## src/rtl/rr_arb_mux_pkg.sv

```systemverilog
`default_nettype none
// ============================================================================
//  Module      : rr_arb_mux_pkg
//  Description : Shared types for the arbitrated stream multiplexer:
//                arbitration mode and output-stage state encodings.
//  Revision    : 1.0  initial release
// ============================================================================
package rr_arb_mux_pkg;

    // Arbitration policy selected by the mode input
    typedef enum logic {
        ARB_FIXED = 1'b0,   // lowest requesting index wins
        ARB_RR    = 1'b1    // search starts at the round-robin pointer
    } arb_mode_e;

    // Output register occupancy
    typedef enum logic {
        EMPTY = 1'b0,
        FULL  = 1'b1
    } out_state_e;

endpackage : rr_arb_mux_pkg
`default_nettype wire

```

## src/rtl/rr_arbiter.sv

```systemverilog
`default_nettype none
// ============================================================================
//  Module      : rr_arbiter
//  Description : Combinational one-hot arbiter. Fixed mode picks the lowest
//                requesting index; round-robin mode searches from ptr upward,
//                wrapping explicitly at N_CH so non-power-of-2 counts work.
//  Revision    : 1.0  initial release
// ============================================================================
module rr_arbiter
    import rr_arb_mux_pkg::*;
#(
    parameter int N_CH = 4,
    parameter int CH_W = $clog2(N_CH)
) (
    input  logic [N_CH-1:0] req,
    input  logic [CH_W-1:0] ptr,
    input  arb_mode_e       mode,
    input  logic            en,
    output logic [N_CH-1:0] grant,
    output logic [CH_W-1:0] grant_idx
);

    // One extra bit so start + offset cannot overflow before the wrap
    localparam logic [CH_W:0] N_CH_EXT = (CH_W+1)'(N_CH);

    logic [CH_W:0] start;
    logic [CH_W:0] cand;
    logic          found;

    // Priority search over all offsets from the start channel, first hit wins
    always_comb begin
        grant     = '0;
        grant_idx = '0;
        found     = 1'b0;
        cand      = '0;
        // An out-of-range pointer can never be loaded, but fall back to 0 anyway
        if (mode == ARB_RR && {1'b0, ptr} < N_CH_EXT) begin
            start = {1'b0, ptr};
        end else begin
            start = '0;
        end
        for (int i = 0; i < N_CH; i++) begin
            cand = start + (CH_W+1)'(i);
            if (cand >= N_CH_EXT) begin
                cand = cand - N_CH_EXT;
            end
            if (en && !found && req[cand[CH_W-1:0]]) begin
                grant[cand[CH_W-1:0]] = 1'b1;
                grant_idx             = cand[CH_W-1:0];
                found                 = 1'b1;
            end
        end
    end

endmodule : rr_arbiter
`default_nettype wire

```

## src/rtl/rr_arb_mux.sv

```systemverilog
`default_nettype none
// ============================================================================
//  Module      : rr_arb_mux
//  Description : N-channel valid/ready stream multiplexer. An arbiter picks
//                one requesting channel per transfer; the winning word is
//                registered together with its source channel index.
//  Revision    : 1.0  initial release
// ============================================================================
module rr_arb_mux
    import rr_arb_mux_pkg::*;
#(
    parameter int N_CH  = 4,
    parameter int WIDTH = 8,
    parameter int CH_W  = $clog2(N_CH)
) (
    input  logic                  clk,
    input  logic                  rst,
    input  logic                  mode,
    input  logic [N_CH-1:0]       in_valid,
    input  logic [N_CH*WIDTH-1:0] in_data,
    output logic [N_CH-1:0]       in_ready,
    output logic                  out_valid,
    output logic [WIDTH-1:0]      out_data,
    output logic [CH_W-1:0]       out_ch,
    input  logic                  out_ready
);

    out_state_e       state;
    logic [CH_W-1:0]  ptr;
    logic             can_load;
    logic [N_CH-1:0]  grant;
    logic [CH_W-1:0]  grant_idx;
    logic             xfer;
    logic [WIDTH-1:0] sel_data;

    // The register can accept a word when empty or when it drains this cycle;
    // reset is folded in so in_ready is forced low while rst is high
    assign can_load = !rst && ((state == EMPTY) || out_ready);

    rr_arbiter #(
        .N_CH (N_CH),
        .CH_W (CH_W)
    ) u_arbiter (
        .req       (in_valid),
        .ptr       (ptr),
        .mode      (arb_mode_e'(mode)),
        .en        (can_load),
        .grant     (grant),
        .grant_idx (grant_idx)
    );

    // Grant is already gated by can_load and only lands on requesting channels
    assign in_ready = grant;
    assign xfer     = |(in_valid & in_ready);

    // One-hot AND-OR select of the winning channel's data
    always_comb begin
        sel_data = '0;
        for (int k = 0; k < N_CH; k++) begin
            if (grant[k]) begin
                sel_data = sel_data | in_data[k*WIDTH +: WIDTH];
            end
        end
    end

    // Output FSM, data/channel register and round-robin pointer
    always_ff @(posedge clk or posedge rst) begin
        if (rst) begin
            state    <= EMPTY;
            out_data <= '0;
            out_ch   <= '0;
            ptr      <= '0;
        end else if (xfer) begin
            state    <= FULL;
            out_data <= sel_data;
            out_ch   <= grant_idx;
            ptr      <= (grant_idx == CH_W'(N_CH - 1)) ? '0 : grant_idx + CH_W'(1);
        end else if (state == FULL && out_ready) begin
            state    <= EMPTY;
        end
    end

    assign out_valid = (state == FULL);

endmodule : rr_arb_mux
`default_nettype wire

```

## config.mk

```make
export PLATFORM = sky130hd
export DESIGN_NAME = rr_arb_mux
export DESIGN_NICKNAME = d
export VERILOG_FILES = /design/src/rtl/rr_arb_mux_pkg.sv /design/src/rtl/rr_arbiter.sv /design/src/rtl/rr_arb_mux.sv
export SDC_FILE = /design/constraint.sdc
export NUM_CORES = 1
export LEC_CHECK = 0
export BUFFER_PORTS_ARGS = -buffer_cell sky130_fd_sc_hd__buf_4
export CAP_MARGIN = 25
export CORE_ASPECT_RATIO = 1.1
export CORE_MARGIN = 4
export CORE_UTILIZATION = 51
export DETAILED_ROUTE_END_ITERATION = 8
export GPL_TIMING_DRIVEN = 0
export PLACE_DENSITY = 0.85
export RECOVER_POWER = 50
export SLEW_MARGIN = 20
export SYNTH_ARGS = -nofsm -noshare
export SYNTH_HDL_FRONTEND = slang
export SYNTH_HIERARCHICAL = 1
export SYNTH_SLANG_ARGS = --single-unit
export TNS_END_PERCENT = 30
```

## constraint.sdc

```tcl
create_clock -name clk -period 6.6 [get_ports clk]
set_input_delay 0.66 -clock clk [delete_from_list [all_inputs] [get_ports clk]]
set_output_delay 0.66 -clock clk [all_outputs]
set_load 0.01 [all_outputs]
```

======== Word-level counts from Yosys, hierarchy flattened ========
Index checks and enable logic that the tools add are counted.
storage, ports and cells
  flip-flop bits (word level) ............. 13
  input bits .............................. 40
  output and inout bits ................... 15
  logic and storage cells ................. 92
operators by class
  add/sub/neg operators ................... 8
  order comparisons ....................... 12
  equal/unequal tests ..................... 1
  multiplexer cells ....................... 39
  bitwise gates (word level) .............. 8
  reduce and logical (&&, ||, !) cells .... 20
operator list
  cell                 count
  $mux 8               4
  $or 8x8->8           3
  $mux 2               10
  $mux 4               4
  $logic_and 1x1->1    13
  $mux 1               13
  $ge 3x3->1 const B   4
  $lt 2x3->1 const B   4
  $or 4x4->4           3
  $bmux 1 s2           4
  $demux 1 s2          4
  $ge 2x1->1 const B   4
  $sub 2x1->2 const B  4
  $add 2x2->3 const B  2
  $and 4x4->4          1
  $logic_not 1->1      4
  $reduce_or 4->1      1
  $add 2x1->3 const B  1
  $add 2x1->2 const B  1
  $eq 2x2->1 const B   1
  $reduce_bool 2->1    1
  $logic_or 1x1->1     1
  $not 1->1            1

======== Logic depth before layout (Yosys ltp) ========
Gate-level depths: netlist (run 1).
  depth after elaboration ................. 26
  depth in mapped cells ................... 13
  mapped depth without buffers ............ 9

======== Hierarchy ========
The synthesis (run 1) kept the hierarchy.
modules (own cells, without submodules)
  module      instances  cells each  area each (um^2)  seq. area each (um^2)
  rr_arb_mux  1          63          790.8             325.3
  rr_arbiter  1          59          501.7             0.0

======== Worst setup path after synthesis (run 1) ========
OpenSTA, ideal clock, no wires.
  path kind ............................... input -> register
  start ................................... input mode
  end ..................................... register out_ch[0]
  setup time .............................. 0.125 ns
  arrival ................................. 2.978 ns
  required time ........................... 6.475 ns
  setup slack ............................. 3.497 ns
  stages .................................. 12
  buffers on the path ..................... 3
  path through ............................ and2_1 -> buf_6 -> ha_1 -> mux4_2 -> nor4b_4 -> a22oi_1 -> nand2_1 -> buf_6 -> a22oi_4 -> nand2_4 -> buf_6 -> mux2_4
between the ends
  longest elaborated chain between the ends .. 21
  elaborated cells on any way between the ends .. 70
  classes of those cells .................. add/sub: 7; order compare: 12; mux: 32; bitwise: 4; reduce/logical: 15
RTL lines
  item                                                                  line              RTL
  start, declared                                                       rr_arb_mux.sv:18  input logic mode,
  $mux 2 *                                                              rr_arbiter.sv:37  if (mode == ARB_RR && {1'b0, ptr} < N_CH_EXT) begin
  parallel branches: the longest is 17 deep, another holds $add 2x1->3  -
  $mux 4 *                                                              rr_arbiter.sv:47  if (en && !found && req[cand[CH_W-1:0]]) begin
  via in_ready[0]                                                       rr_arb_mux.sv:21  output logic [N_CH-1:0] in_ready,
  $and 4x4->4 *                                                         rr_arb_mux.sv:54  assign xfer = |(in_valid & in_ready);
  $reduce_or 4->1 *                                                     rr_arb_mux.sv:54
  end signal, assigned                                                  rr_arb_mux.sv:76  out_ch <= grant_idx;
  end, declared                                                         rr_arb_mux.sv:24  output logic [CH_W-1:0] out_ch,
Mark *: on every way through the listed nets, which the timed path passes. The select of a mux whose other input is x is not followed.
A chain may end at the register's enable or synchronous reset.

======== Worst setup path in the final report (run 1) ========
  start ................................... register ptr[0]
  end ..................................... output in_ready[1]
between the ends
  longest elaborated chain between the ends .. 19
  elaborated cells on any way between the ends .. 64
  classes of those cells .................. add/sub: 7; order compare: 12; mux: 28; bitwise: 3; reduce/logical: 14
RTL lines
  item                                                                  line              RTL
  start, declared                                                       rr_arb_mux.sv:29  logic [CH_W-1:0] ptr;
  start signal, assigned                                                rr_arb_mux.sv:77  ptr <= (grant_idx == CH_W'(N_CH - 1)) ? '0 : grant_idx + CH_W'(1);
  $mux 2 *                                                              rr_arbiter.sv:37
  parallel branches: the longest is 17 deep, another holds $add 2x1->3  -
  $mux 4 *                                                              rr_arbiter.sv:47
  end, declared                                                         rr_arb_mux.sv:21
Mark *: on every way between the ends. The select of a mux whose other input is x is not followed.

==> metrics, run 1 <==
fmax=0.295 GHz; Synth Flop Type=dfrtp_1; GRT Residual Overflow=0; synthesized flop and latch total=13; DRT antenna net count=0; placed insts=206; worst hold path class=primary input to async pin; fill cell total of the finished layout=179; Worst Path Arrival=2720 ps; internal power=0.000318 W; startpoint types=flip-flop; Routed WL per cell=17.3 µm; Psw=0.000221 W; fin cells=210; status=finished clean; Via Count=1229; IO Count=55; RSZ-0062 raised after global routing=false; 1st-iter DRT viols=41; Synth Area in Compound Gates=25.0%; Post-synth ARST share=100%; CTS tree=done; leading cell types by total area after synthesis=dfrtp_1 (25%), a22oi_1 (14%), mux2_4 (10%), ha_1 (8.7%), buf_6 (5.2%); gpl congestion=0.860; post-route minimum period=3380 ps; Syn Inst Count=122; Die Wd=56 µm; critical path peak fanout=8; post-layout net count=230; largest net degree at the start of global routing=14; top-count cell post-synth=a22oi_1; Starting Density=55.2%; die height=60.8 µm; Post-synth top cells=a22oi_1 (24), dfrtp_1 (13), nand2_1 (13); Slew Limit Fails=0; first-pass detailed-route iteration total=5; crit end category=output pin; Max-slew headroom=58.5%; Fin Setup TNS=0 ps; worst-case reg-to-reg path depth=13; number of CTS-inserted buffers=3; max-cap violations=0; CP Class=flip-flop to output pin; worst skew pair latency=280 ps; Clock Root Buffer=clkbuf_4; post-route cell area=1740 µm²; Layout area overhead=34.3%; simple-gate share of the synthesized area=15.6%; Ys Warns=6; Leak=0.888 nW; actual slew at the worst max-slew pin=621 ps; # setup viols final=0; GR Util All Layers=21.4%; CTS resizes=0; Rows=18; share of layout cells above drive strength 1=43.9%; # port buffers=54; Pwr per Cell Area=311 nW/µm²; via/cell ratio=5.85; Clock Skews=0.761 ps; Peak VDD IR=0.000216 V; most frequent CP cell=buf_4; Adder-Cell Fraction of Synth Area=8.71%; Syn Nets=171; Comb pwr share=66.6%; area leader, netlist=dfrtp_1; register share of total power=24.1%; clock sink count=13; critical path required time=5940 ps; global-route wire length before repair=5.65 mm; Post-Synth XOR/XNOR Area=0%; main combinational cell family by area after synthesis=compound AO/OA/AOI/OAI gates; post-synth top area share=25.2%; Placed Area=1740 µm²; Synth Cell Area=1290 µm²; ant diodes=0; multiplexer share of the synthesized area=18.1%; max incr delay on CP=520 ps; number of global-route vias before repair=1263; Post-synth EDFFs=0; Clk pwr share=9.3%; CTS Hold Bufs=0; Seq/Total Area, Yosys=25.2%; die area=3400 µm²; switching part of the total=41.0%; total core area=2340 µm²; setup bufs post-CTS=0; critical path capture point=in_ready[1]; Crit. Startpoint=ptr[0]$_DFFE_PP0P_; Cell variety after synth=35; CTS max path bufs=2; FF-to-FF End=out_data[0]$_DFFE_PP0P_; Final HPWL DP=2.87 mm; antenna violations before repair=0; Routed WL=3.64 mm; H-tree Lvls=1; slowest library cell on the worst path=nor3b_1; Tcrit/Tclk final=51.3%; R2R setup slack=3350 ps; # DRC=0; clk slew on worst S/H paths=80 ps; syn avg cell area=10.6 µm²; CP Cell Sequence=buf_4, and2_1, buf_6, ha_1, mux4_2, nor3b_1, a22oi_1, nand2_1, buf_4; Hold Vio Cnt, Final=0; worst r2r src=ptr[0]$_DFFE_PP0P_
## cell families (layout without fill, tap and decap cells)
kind of cell	count (synthesis)	count (layout)
AOI/OAI and AO/OA	38	38
and+or+nand+nor	34	34
muxes	16	16
DFF	13	13
buffers and inverters	12	70
adders and majority gates	9	9
## worst min-delay path by stage
stage	start	end
2_1_floorplan	ptr[0]$_DFFE_PP0P_	ptr[0]$_DFFE_PP0P_
3_3_place_gp	out_valid$_DFFE_PP0P_	out_valid$_DFFE_PP0P_
4_1_cts	rst	out_valid$_DFFE_PP0P_
5_1_grt	rst	ptr[1]$_DFFE_PP0P_
6_report	rst	out_data[3]$_DFFE_PP0P_
3_5_place_dp	out_valid$_DFFE_PP0P_	out_valid$_DFFE_PP0P_
## metrics by stage
step / hold WS [ps] / utilization (%) / power (W) / worst slack (ps)
after detailed placement: 494 / 74.1 / 0.000501 / 3130
after global routing: 454 / 74.1 / 0.000576 / 3030
final: 410 / 74.1 / 0.000540 / 3220
after floorplan: 483 / - / 0.000385 / 3500
after global placement: 489 / 74.1 / 0.000482 / 3230
after CTS: 415 / 75.2 / 0.000554 / 3210
## cell usage in the layout, fill, tap and decap left out, types with 2 or more instances in the layout
master	n
buf_4	47
a22oi_1	24
nand2_1	13
dfrtp_1	13
mux2_4	9
ha_1	9
clkbuf_1	8
buf_6	6
nor2_1	5
inv_1	4
clkbuf_4	4
nand2b_1	4
mux2_2	3
a22oi_4	2
a21oi_1	2
mux2i_1	2
o21a_1	2
mux4_2	2
nor3b_1	2
o21ai_0	2
## registers in the layout (all words and copies together) (netlist names)
register / flops
out_ch: 2
out_data: 8
out_valid: 1
ptr: 2
## layer usage
metal	share of wire [%]	GRT usage, %	vias to the layer above
met5	0	0	-
met4	3.4	8.47	0
met3	4.9	4.47	12
met2	56	41.6	42
met1	36	22.9	598
li1	-	-	577
## cell type report
| cell class | count | area, µm² | share of cell area, % |
|---|---|---|---|
| sequential | 13 | 325 | 18.7 |
| inverter | 5 | 21.3 | 1.23 |
| clock buffer | 4 | 26.3 | 1.51 |
| multi-input combinational | 97 | 871 | 50.2 |
| tap | 30 | 37.5 | 2.16 |
| buffer | 7 | 75.1 | 4.33 |
| timing repair buffer | 54 | 379 | 21.8 |
## worst max-delay path, delay by kind of cell, from the launching register on
family | cells | cell delay (ps)
muxes | 1 | 290
and+or+nand+nor | 3 | 830
adders and majority gates | 1 | 350
buffers and inverters | 3 | 450
DFF | 1 | 390
AOI/OAI and AO/OA | 1 | 130
## power by group through the flow
stage	Sequential (W)	Combinational, W	Clock [W]
after floorplan	0.000137	0.000248	0
after global placement	0.000130	0.000352	0
after detailed placement	0.000131	0.000370	0
after CTS	0.000131	0.000371	0.0000522
after global routing	0.000134	0.000388	0.0000549
final	0.000130	0.000360	0.0000503
(Power assumes the default switching activity.)
==> run 2, diff against run 1 <==
ABC_AREA = 1   (was not set)
CORE_UTILIZATION = 49   (was 51)
PLACE_DENSITY = 0.8   (was 0.85)
clock period = 3.3 ns   (was 6.6 ns; I/O delays follow)
==> metrics, run 2 <==
status=finished clean; worst skew pair latency=280 ps; leading cell types by total area after synthesis=nand2_1 (30%), dfrtp_1 (23%), nand3_1 (11%), inv_1 (8.3%), ha_1 (8.0%); area leader, netlist=nand2_1; placed insts=324; Adder-Cell Fraction of Synth Area=8.01%; Seq/Total Area, Yosys=23.1%; share of layout cells above drive strength 1=25.4%; clk slew on worst S/H paths=70 ps; critical path capture point=in_ready[1]; Routed WL=3.43 mm; Slew Limit Fails=0; Ys Warns=6; fin cells=328; H-tree Lvls=1; simple-gate share of the synthesized area=53.8%; first-pass detailed-route iteration total=4; # port buffers=54; Worst Path Arrival=2500 ps; IO Count=55; Syn Nets=286; post-route cell area=1850 µm²; hold_ws=78.6 ps; cell family with most CP delay=simple AND/OR/NAND/NOR gates; Fin Setup TNS=0 ps; post-synth top area share=29.9%; critical path peak fanout=12; biggest regs=out_data (8), out_ch (2), ptr (2); Clock Root Buffer=clkbuf_4; Hold Vio Cnt, Final=0; Rows=20; multiplexer share of the synthesized area=0%; Crit. Startpoint=ptr[0]$_DFFE_PP0P_; synthesized flop and latch total=13; startpoint types=flip-flop; CP Class=flip-flop to output pin; Cell variety after synth=15; R2R setup slack=520 ps; # setup viols final=0; Syn Inst Count=237; GRT Residual Overflow=0; slowest library cell on the worst path=dfrtp_1; largest reg by FF count=out_data; Post-synth top cells=nand2_1 (112), inv_1 (31), nand3_1 (30); number of CTS-inserted buffers=3; Die Wd=59.1 µm; CTS Hold Bufs=0; largest net degree at the start of global routing=14; Synth Area in Compound Gates=0.356%; Layout area overhead=31.8%; Synth Flop Type=dfrtp_1; Pwr per Cell Area=553 nW/µm²; Peak VDD IR=0.000371 V; FF-to-FF End=out_ch[1]$_DFFE_PP0P_; 1st-iter DRT viols=54; Post-synth EDFFs=0; max incr delay on CP=460 ps; Placed Area=1850 µm²; number of cells on the critical path=11; die area=3790 µm²; Worst Path Buf+Inv=4; Starting Density=51.1%; critical path required time=2970 ps; final total power=0.00102 W; actual slew at the worst max-slew pin=481 ps; number of global-route vias before repair=1491; total core area=2750 µm²; Clock Skews=0.917 ps; Synth Cell Area=1410 µm²; number of flip-flops in the largest register=8; main combinational cell family by area after synthesis=simple AND/OR/NAND/NOR gates; global-route wire length before repair=6.13 mm; CTS max path bufs=2; CTS tree=done; most frequent CP cell=nand3_1; Max-slew headroom=67.9%; worst hold path class=primary input to async pin; most frequent cells in the layout=nand2_1 (112), buf_4 (47), inv_1 (31); clock sink count=13; RSZ-0062 raised after global routing=false; # DRC=0; via/cell ratio=4.60; top-count cell post-synth=nand2_1; Post-Synth XOR/XNOR Area=0%; post-layout net count=345; worst r2r src=ptr[0]$_DFFE_PP0P_; setup bufs post-CTS=0; Leak=1.13 nW; post-route minimum period=2830 ps; syn avg cell area=5.93 µm²; Via Count=1508; CTS resizes=0; max-cap violations=0; Tcrit/Tclk final=85.9%; Post-synth ARST share=100%; antenna violations before repair=0; worst-case reg-to-reg path depth=18; crit end category=output pin; fmax=0.353 GHz; Routed WL per cell=10.4 µm; die height=64.2 µm; DRT antenna net count=0; ant diodes=0; Final HPWL DP=2.80 mm; gpl congestion=0.848; commonest non-fill, non-tap cell in the layout=nand2_1; GR Util All Layers=20.1%; CP Cell Sequence=nand2_2, inv_2, ha_1, inv_1, nand3_1, nand2_1, nor2_2, buf_4, nand3_1, nand3_1, buf_4
run 2: changes by cell type in the layout (fill, tap and decap cells not counted), sizes merged, moves of 4 or more:
cell / change
nand2: +108
nand3: +31
inv: +30
a22oi: -26
nor2: +14
mux2: -12
nand2b: -4
run 2: how the worst min path moves through the flow:
stage          start                     to  slack (ps)
2_1_floorplan    rst  out_ch[0]$_DFFE_PP0P_         210
3_3_place_gp     rst  out_valid$_DFFE_PP0P_         380
3_5_place_dp     rst  out_ch[1]$_DFFE_PP0P_         390
4_1_cts          rst  out_ch[1]$_DFFE_PP0P_          80
5_1_grt          rst  out_ch[1]$_DFFE_PP0P_         130
6_report         rst     ptr[0]$_DFFE_PP0P_          80
run 2: cells by family after synthesis:
logic type / after synthesis
buf+inv: 42
fa+ha+maj: 9
flops: 13
simple gates: 172
compound gates: 1
run 2: metrics by stage:
| step | setup WS (ps) | utilization (%) |
|---|---|---|
| after floorplan | 865 | - |
| after global placement | 561 | 67.3 |
| after detailed placement | 570 | 67.3 |
| after CTS | 488 | 68.3 |
| after global routing | 279 | 67.3 |
| final | 467 | 67.3 |
run 2: metal layers:
| layer | vias up | wire [µm] | global-route usage [%] | part of all wire, % |
|---|---|---|---|---|
| li1 | 821 | - | - | - |
| met1 | 629 | 1570 | 27.3 | 46 |
| met2 | 53 | 1610 | 33.7 | 47 |
| met3 | 5 | 218 | 1.01 | 6.4 |
| met4 | 0 | 35 | 5.95 | 1.0 |
| met5 | - | 0 | 0 | 0 |
run 2: where the power goes:
part / switching, W / total [W] / internal, W
Clock: 0.0000504 / 0.0000974 / 0.0000469
Combinational: 0.000403 / 0.000676 / 0.000273
Sequential: 0.0000384 / 0.000251 / 0.000213
Total: 0.000492 / 0.00102 / 0.000532
run 2: worst register-to-register path, delay by kind of cell (launching register included):
kind,cells,cell delay (ps)
buf+inv,6,720
flops,1,460
simple gates,11,1190
fa+ha+maj,1,360
run 2: final cells by class:
type / count / area [µm²]
clock buffers: 4 / 26.3
flip-flops and latches: 13 / 325
well taps: 33 / 41.3
plain buffers: 7 / 75.1
multi-input cells: 182 / 875
fillers: 274 / 900
repair buffers: 54 / 379
inverters: 35 / 131
==> run 3, diff against run 2 <==
ABC_AREA = not set   (was 1)
CORE_UTILIZATION = 48   (was 49)
==> metrics, run 3 (synthesized netlist as in run 1, its figures left out) <==
1st-iter DRT viols=73; number of CTS-inserted buffers=3; Final HPWL DP=2.70 mm; Placed Area=1740 µm²; total core area=2540 µm²; critical path required time=3460 ps; biggest regs=out_data (8), out_ch (2), ptr (2); CTS Hold Bufs=0; worst hold path class=primary input to async pin; Tcrit/Tclk final=96.1%; die height=62.4 µm; Final Core Density=70.4%; CTS tree=done; IO Count=55; largest reg by FF count=out_data; Starting Density=50.8%; Clock Root Buffer=clkbuf_4; max-cap violations=0; Clock Skews=4.71 ps; # setup viols final=0; placed insts=207; most frequent cells in the layout=buf_4 (51), a22oi_1 (23), nand2_1 (13), dfrtp_1 (13), mux2_4 (9); H-tree Lvls=1; antenna violations before repair=0; fin cells=214; Hold Vio Cnt, Final=0; first-pass detailed-route iteration total=4; clock sink count=13; post-route cell area=1790 µm²; global-route wire length before repair=5.96 mm; Layout area overhead=38.5%; gpl congestion=0.795; number of global-route vias before repair=1288; FF/Latch Area=325 µm²; share of layout cells above drive strength 1=46.4%; worst skew pair latency=270 ps; GRT Residual Overflow=0; via/cell ratio=5.75; hold_ws=72.7 ps; GR Util All Layers=20.4%; # port buffers=54; crit end category=flip-flop; worst-case reg-to-reg path depth=13; Worst Path Arrival=3330 ps; critical path peak fanout=10; number of flip-flops in the largest register=8; Routed WL per cell=16.2 µm; Fin Setup TNS=0 ps; status=finished clean; Routed WL=3.47 mm; fmax=0.315 GHz; Leak=0.910 nW; Slew Limit Fails=0; Via Count=1230; Peak VDD IR=0.000430 V; clk slew on worst S/H paths=80 ps; DRT antenna net count=0; largest net degree at the start of global routing=14; post-layout net count=233; post-route minimum period=3170 ps; commonest non-fill, non-tap cell in the layout=buf_4; actual slew at the worst max-slew pin=710 ps; CP Class=flip-flop to flip-flop; Die Wd=57.5 µm; fill cell total of the finished layout=200; die area=3590 µm²; startpoint types=flip-flop; Rows=19; # DRC=0; multi-input logic area=893 µm²; Max-slew headroom=52.6%; CTS max path bufs=2; Pwr per Cell Area=623 nW/µm²; ant diodes=0
## run 3: per-stage QoR
stage,power (W),worst slack (ps)
after detailed placement,0.000995,89.9
after global routing,0.00120,-20.7
after global placement,0.000967,189
final,0.00111,129
after CTS,0.00110,67.5
after floorplan,0.000770,324
## run 3: area by class of cell
type / instances / area share (%)
plain buffers: 7 / 4.68
clock buffers: 4 / 1.47
inverters: 5 / 1.19
multi-input cells: 97 / 49.9
flip-flops and latches: 13 / 18.2
well taps: 31 / 2.17
repair buffers: 57 / 22.4
## run 3: repair_timing
action	4_1_cts	5_1_grt
setup endpoints to repair	0	11
gates resized for setup	0	5
setup buffers	0	3
endpoints found under the hold margin	0	0
## run 3: path summary, 6_finish.rpt
check / start / endpoint / slack (ps)
min in group clk: out_ready / out_valid$_DFFE_PP0P_ / 380
worst max register to register: ptr[0]$_DFFE_PP0P_ / ptr[0]$_DFFE_PP0P_ / 130
worst min-delay path: rst / ptr[1]$_DFFE_PP0P_ / 70
worst max-delay path: ptr[0]$_DFFE_PP0P_ / ptr[0]$_DFFE_PP0P_ / 130
worst min register to register: out_ch[0]$_DFFE_PP0P_ / out_ch[0]$_DFFE_PP0P_ / 520
max in group asynchronous: rst / out_data[0]$_DFFE_PP0P_ / 2900
## run 3: power breakdown
part	total (W)	internal (W)	switching (W)
Clock	0.000100	0.0000468	0.0000532
Sequential	0.000260	0.000218	0.0000422
Combinational	0.000755	0.000404	0.000351
## run 3: routing by layer
metal	up-vias	track usage (%)	share of wire [%]
met2	51	34.7	52
met5	-	0	0
li1	591	-	-
met3	8	4.13	6.0
met1	580	25.5	41
met4	0	6.09	1.4
## run 3: worst max-delay path, cell delays in order, from the launching register on
cell       delay [ps]
dfrtp_1           390
buf_4             160
and2_1            170
buf_6             150
ha_4              290
mux4_2            330
a2111oi_4         450
a22oi_1           170
nand2_1           150
buf_6             160
a22oi_4            80
nand2_4            90
buf_12            150
mux2_4            300
